$ cat config.mk
export PLATFORM = sky130hd
export DESIGN_NAME = mmss_timer
export DESIGN_NICKNAME = d
export VERILOG_FILES = /design/src/rtl/mmss_timer_pkg.sv /design/src/rtl/mmss_to_bcd.sv /design/src/rtl/mmss_timer.sv
export SDC_FILE = /design/constraint.sdc
export NUM_CORES = 1
export LEC_CHECK = 0
export CORE_ASPECT_RATIO = 1.5
export CORE_UTILIZATION = 35
export DETAILED_ROUTE_END_ITERATION = 6
export PLACE_DENSITY = 0.6
export SETUP_SLACK_MARGIN = 0.2
export SLEW_MARGIN = 20
export SYNTH_ARGS = -nofsm -noshare
export SYNTH_HDL_FRONTEND = slang
export SYNTH_SLANG_ARGS = --single-unit
$ cat constraint.sdc
create_clock -name clk -period 12.5 [get_ports clk]
set_input_delay 2.5 -clock clk [delete_from_list [all_inputs] [get_ports clk]]
set_output_delay 2.5 -clock clk [all_outputs]
set_load 0.02 [all_outputs]
$ cat src/rtl/mmss_timer_pkg.sv
// Shared types and constants for the mm:ss countdown/stopwatch timer.
package mmss_timer_pkg;

  typedef enum logic [1:0] {
    ST_SET   = 2'd0,
    ST_RUN   = 2'd1,
    ST_PAUSE = 2'd2,
    ST_DONE  = 2'd3
  } state_t;

  localparam int SEC_PER_MIN = 60;

  // Nibble positions inside the 16-bit bcd word.
  localparam int NIB_MIN_TENS = 3;
  localparam int NIB_MIN_ONES = 2;
  localparam int NIB_SEC_TENS = 1;
  localparam int NIB_SEC_ONES = 0;

endpackage

$ cat src/rtl/mmss_to_bcd.sv
// Splits a seconds count into mm:ss and packs it as four BCD nibbles.
// Purely combinational; no flow control.
module mmss_to_bcd
  import mmss_timer_pkg::*;
#(
  parameter int W = 12
) (
  input  logic [W-1:0] secs,
  output logic [15:0]  bcd
);

  logic [W-1:0] mins;
  logic [W-1:0] sec_f;

  always_comb begin
    mins  = secs / W'(SEC_PER_MIN);
    sec_f = secs - mins * W'(SEC_PER_MIN);
    bcd   = '0;
    bcd[NIB_MIN_TENS*4 +: 4] = 4'(mins / W'(10));
    bcd[NIB_MIN_ONES*4 +: 4] = 4'(mins % W'(10));
    bcd[NIB_SEC_TENS*4 +: 4] = 4'(sec_f / W'(10));
    bcd[NIB_SEC_ONES*4 +: 4] = 4'(sec_f % W'(10));
  end

endmodule

$ cat src/rtl/mmss_timer.sv
// mm:ss countdown timer / stopwatch with pause, repeat-run and lap hold.
// Outputs registered one clock after state/value change; inputs are single-cycle pulses, no backpressure.
module mmss_timer
  import mmss_timer_pkg::*;
#(
  parameter int MIN_MAX  = 59,
  parameter int TICK_DIV = 1
) (
  input  logic        clk,
  input  logic        reset,
  input  logic        tick_en,
  input  logic        dir,
  input  logic        start_pulse,
  input  logic        clear_pulse,
  input  logic        min_pulse,
  input  logic        sec_pulse,
  input  logic        hold_pulse,
  output logic [15:0] bcd,
  output logic        running,
  output logic        done,
  output logic        alarm,
  output logic        held
);

  localparam int W  = $clog2((MIN_MAX + 1) * SEC_PER_MIN);
  localparam int PW = (TICK_DIV > 1) ? $clog2(TICK_DIV) : 1;

  localparam logic [W-1:0]  LIMIT     = W'(MIN_MAX * SEC_PER_MIN + 59);
  localparam logic [W-1:0]  LIMIT_M1  = W'(MIN_MAX * SEC_PER_MIN + 58);
  localparam logic [W-1:0]  MIN_SPAN  = W'(MIN_MAX * SEC_PER_MIN);
  localparam logic [PW-1:0] PRESC_TOP = PW'(TICK_DIV - 1);

  state_t        state_q, state_d;
  logic [W-1:0]  value_q, value_d;
  logic [W-1:0]  preset_q, preset_d;
  logic [W-1:0]  snap_q, snap_d;
  logic [PW-1:0] presc_q, presc_d;
  logic          dir_q, dir_d;
  logic          held_q, held_d;
  logic          running_q, alarm_q;
  logic [15:0]   bcd_q, bcd_nxt;

  logic [W-1:0]  mins, secs, set_val, disp_val;
  logic          sec_evt;

  // Minute and second fields wrap independently while setting.
  always_comb begin
    mins    = value_q / W'(SEC_PER_MIN);
    secs    = value_q - mins * W'(SEC_PER_MIN);
    set_val = value_q;
    if (min_pulse)
      set_val = (mins == W'(MIN_MAX)) ? set_val - MIN_SPAN : set_val + W'(SEC_PER_MIN);
    if (sec_pulse)
      set_val = (secs == W'(59)) ? set_val - W'(59) : set_val + W'(1);
  end

  assign sec_evt = tick_en && (presc_q == PRESC_TOP);

  always_comb begin
    state_d  = state_q;
    value_d  = value_q;
    preset_d = preset_q;
    presc_d  = presc_q;
    dir_d    = dir_q;
    held_d   = held_q;
    snap_d   = snap_q;

    if (clear_pulse) begin
      state_d = ST_SET;
      value_d = '0;
      presc_d = '0;
      held_d  = 1'b0;
    end else begin
      case (state_q)
        ST_SET: begin
          if (start_pulse) begin
            // A countdown from zero has nothing to count; stay in SET.
            if (dir || (value_q != '0)) begin
              dir_d    = dir;
              preset_d = value_q;
              state_d  = ST_RUN;
            end
          end else if (min_pulse || sec_pulse) begin
            value_d = set_val;
          end
        end
        ST_RUN: begin
          if (start_pulse) begin
            state_d = ST_PAUSE;
          end else if (tick_en) begin
            presc_d = sec_evt ? '0 : presc_q + PW'(1);
            if (sec_evt) begin
              if (!dir_q) begin
                value_d = value_q - W'(1);
                if (value_q == W'(1)) state_d = ST_DONE;
              end else if (value_q >= LIMIT_M1) begin
                value_d = LIMIT;
                state_d = ST_DONE;
              end else begin
                value_d = value_q + W'(1);
              end
            end
          end
        end
        ST_PAUSE: begin
          if (start_pulse) state_d = ST_RUN;
        end
        ST_DONE: begin
          if (start_pulse) begin
            value_d = preset_q;
            presc_d = '0;
            state_d = ST_RUN;
          end
        end
        default: state_d = ST_SET;
      endcase

      if (hold_pulse && ((state_q == ST_RUN) || (state_q == ST_PAUSE))) begin
        held_d = !held_q;
        if (!held_q) snap_d = value_q;
      end
    end

    if ((state_d == ST_SET) || (state_d == ST_DONE)) held_d = 1'b0;
  end

  assign disp_val = held_q ? snap_q : value_q;

  mmss_to_bcd #(.W(W)) u_to_bcd (
    .secs (disp_val),
    .bcd  (bcd_nxt)
  );

  always_ff @(posedge clk or negedge reset) begin
    if (!reset) begin
      state_q   <= ST_SET;
      value_q   <= '0;
      preset_q  <= '0;
      snap_q    <= '0;
      presc_q   <= '0;
      dir_q     <= 1'b0;
      held_q    <= 1'b0;
      running_q <= 1'b0;
      alarm_q   <= 1'b0;
      bcd_q     <= 16'h0000;
    end else begin
      state_q   <= state_d;
      value_q   <= value_d;
      preset_q  <= preset_d;
      snap_q    <= snap_d;
      presc_q   <= presc_d;
      dir_q     <= dir_d;
      held_q    <= held_d;
      running_q <= (state_d == ST_RUN);
      alarm_q   <= (state_d == ST_DONE) && (state_q != ST_DONE);
      bcd_q     <= bcd_nxt;
    end
  end

  assign bcd     = bcd_q;
  assign running = running_q;
  assign done    = (state_q == ST_DONE);
  assign alarm   = alarm_q;
  assign held    = held_q;

endmodule

==> run summary <==
Synth
* 1148 — synthesized instance count
* 0 — number of flops mapped to enable cells by yosys
* 1266 — Synthesized Nets
* 16.2% — post-synthesis sequential area ratio
* 7.94 sq um — average size of a mapped cell
* 9110 sq um — synthesized cell area
* 0 — yosys synthesis warning count
* 16.2% — Synth top area share
* nand2_1 — count leader, synth
* dfrtp_1 — dominant register cell in the synthesized netlist
* dfrtp_1 (16%), ha_1 (12%), fa_1 (5.1%) — dominant cells by area after synthesis
* dfrtp_1 — biggest area consumer among synthesized cells
* 101 — number of library cell types mapped by synthesis
* nand2_1 (89), ha_1 (86), nor2_1 (84), inv_1 (83), a21oi_1 (81) — top cells by instance count after synthesis
* 100% — fraction of synthesis flops using an asynchronous set or reset pin
* 59 — number of register bits inferred by synthesis

Global routing
* 41.0 mm — wire length of the first global-routing pass
* 0 — global route total overflow
* 19.0% — overall routing resource usage
* 60 — largest net degree at the start of global routing
* 8474 — via count of the first global-routing pass
* 0 — initial antenna violation count

Worst setup path
* 1.20 ns — setup slack on the worst flop-to-flop path
* a31oi_2 — standard cell with the maximum stage delay on the critical path
* 0.59 ns — delay of the slowest critical-path stage
* 9 — Max FO, Critical Path
* 12.68 ns — WP data required
* 11.48 ns — Worst EP arrival
* register — crit path launch type
* 43 — number of cells on the worst reg-to-reg path
* value_q[2]$_DFFE_PN0P_ — source of the worst register-to-register timing path
* value_q[2]$_DFFE_PN0P_ — worst setup path startpoint
* value_q[11]$_DFFE_PN0P_ — end of the worst register-to-register path
* register to register — startpoint-to-endpoint class of the critical path
* register — kind of capture point of the worst setup path

STA
* 0 — final hold viol count
* 0 ns — final total negative setup slack
* 0 — max-slew violation total from the final report
* 0.00805 ns — final setup skew
* 24.7% — relative slew slack
* 11.30 ns — min cycle time layout
* no — RSZ-0062 raised after global routing
* 88.5 MHz — Max Freq
* 1.12 ns — worst slew pin tran
* 0 — number of setup violations in the final report
* 90.4% — final worst-path cycle share

Finish
* 1480 sq um — Reg area
* 9.19% — layout cells sized above 1
* 2639 — number of inserted filler cells in the final layout
* 10.4% — Area Growth Syn to Fin
* 1267 — final net count
* 7070 sq um — footprint of the multi-input gates
* 39.2% — Layout Utilization
* 10100 sq um — Final Cell Area
* 0 — diode count

Detailed routing
* 0 — remaining design rule violation count
* 0 — antenna violation net count after detailed routing
* 8546 — vias post-DR
* 5.75 — average vias per placed instance
* 16.3 microns — Routed wire per std cell
* 6 — DRT Pass-1 Iters
* 474 — number of DRC markers in iteration 0
* 24.2 mm — overall routed net length

Floorplanning
* 134 microns — Die Width
* 29 — number of top-level pins
* 35.5% — initial core utilization
* 200 microns — Die Ht
* 25700 sq um — area of the placeable core
* 26700 sq um — die outline area
* 72 — row cnt

Clock network
* built — TritonCTS clock tree
* 0.35 ns — Clk Latency, worst-skew pair
* 59 — TritonCTS Sinks
* 0 — CTS Hold Bufs
* 9 — TritonCTS buffer count
* clkbuf_16 — cell at the root of the clock tree
* 3 — deepest level of the CTS H-tree
* 0.05 ns — Reg clk slew, reported paths
* 2 — Longest Clk Path Bufs

Hold path
* 2 — hold-critical path depth
* register to register — worst hold path type
* snap_q[2]$_DFFE_PN0P_ — source of the worst hold timing path
* snap_q[2]$_DFFE_PN0P_ — Worst Hold End

Job
* 0 — Max-cap violations

Placement
* 28 — Port Buf Inserts
* 18.9 mm — dpl hpwl
* 9720 sq um — cell area after placement
* 0.873 — Routability Congestion

Outcome
* complete, no violations — run status

==> metal layers <==
| layer | GRT usage [%] | up-vias | wire [microns] | part of all wire [%] |
|---|---|---|---|---|
| met1 | 20.2 | 4109 | 9480 | 39 |
| met5 | 0 | - | 0 | 0 |
| met4 | 11.0 | 0 | 988 | 4.1 |
| met3 | 2.03 | 61 | 726 | 3.0 |
| met2 | 35.8 | 188 | 13000 | 54 |
| li1 | - | 4188 | - | - |
==> what timing repair did <==
item | CTS | global route
endpoints found under the setup margin | 0 | 2
resized for setup | 0 | 1
setup buffers | 0 | 0
==> per-stage QoR <==
stage	std cells	hold WS [ns]	setup slack [ns]
global route	1487	0.496	0.266
global placement	1471	0.462	1.28
detailed placement	1471	0.470	1.05
CTS	1487	0.483	1.02
floorplan	1148	0.450	1.67
finish	1487	0.478	1.20
==> cells by family (layout without fill, tap and decap cells) <==
family,Yosys count,in the layout,share of synthesized area [%]
fa+ha+maj,113,113,17.3
mux,41,41,4.83
xor+xnor,86,86,8.80
simple gates,365,365,20.5
buf+inv,144,150,6.22
flops,59,59,16.2
compound gates,340,340,26.1
==> flip-flops by register name, indices dropped and copies added (netlist names) <==
name	count
bcd	16
preset_q	12
snap_q	12
value_q	12
state_q	2
alarm	1
dir_q	1
held	1
presc_q	1
running	1
==> worst max path at each step <==
stage / slack, ns / end / depth (start not counted)
6_report: 1.20 / value_q[11]$_DFFE_PN0P_ / 43
5_1_grt: 0.27 / bcd[3]$_DFF_PN0_ / 42
4_1_cts: 1.02 / bcd[3]$_DFF_PN0_ / 40
3_5_place_dp: 1.05 / bcd[3]$_DFF_PN0_ / 40
3_3_place_gp: 1.28 / value_q[11]$_DFFE_PN0P_ / 43
2_1_floorplan: 1.67 / bcd[3]$_DFF_PN0_ / 44
==> cell usage in the layout (no fill, tap or decap), types with 22 or more instances in the layout <==
cell	count
a21o_1	22
a21oi_1	81
buf_4	22
clkdlybuf4s50_1	27
dfrtp_1	59
fa_1	23
ha_1	86
inv_1	83
mux2i_1	22
nand2_1	89
nand3_1	35
nor2_1	84
nor3_1	33
o21ai_0	65
xnor2_1	50
xor2_1	32
==> final cells by class <==
type                    instances  share of cell area (%)
clock inverters                 5                   0.833
clock buffers                  11                    2.51
well taps                     333                    4.14
multi-input cells             945                    70.3
flip-flops and latches         59                    14.7
inverters                      84                    3.13
repair buffers                 50                    4.38
==> worst max-delay path: cells and delay by family, from the launching register on <==
family          cells  cell delay [ns]
xor+xnor            7             1.50
buf+inv             2             0.23
flops               1             0.37
fa+ha+maj           6             2.36
simple gates        8             1.60
compound gates     20             5.07
Power is not shown: default switching activity piles up to over one toggle a cycle in this logic, so the estimate is an artifact.
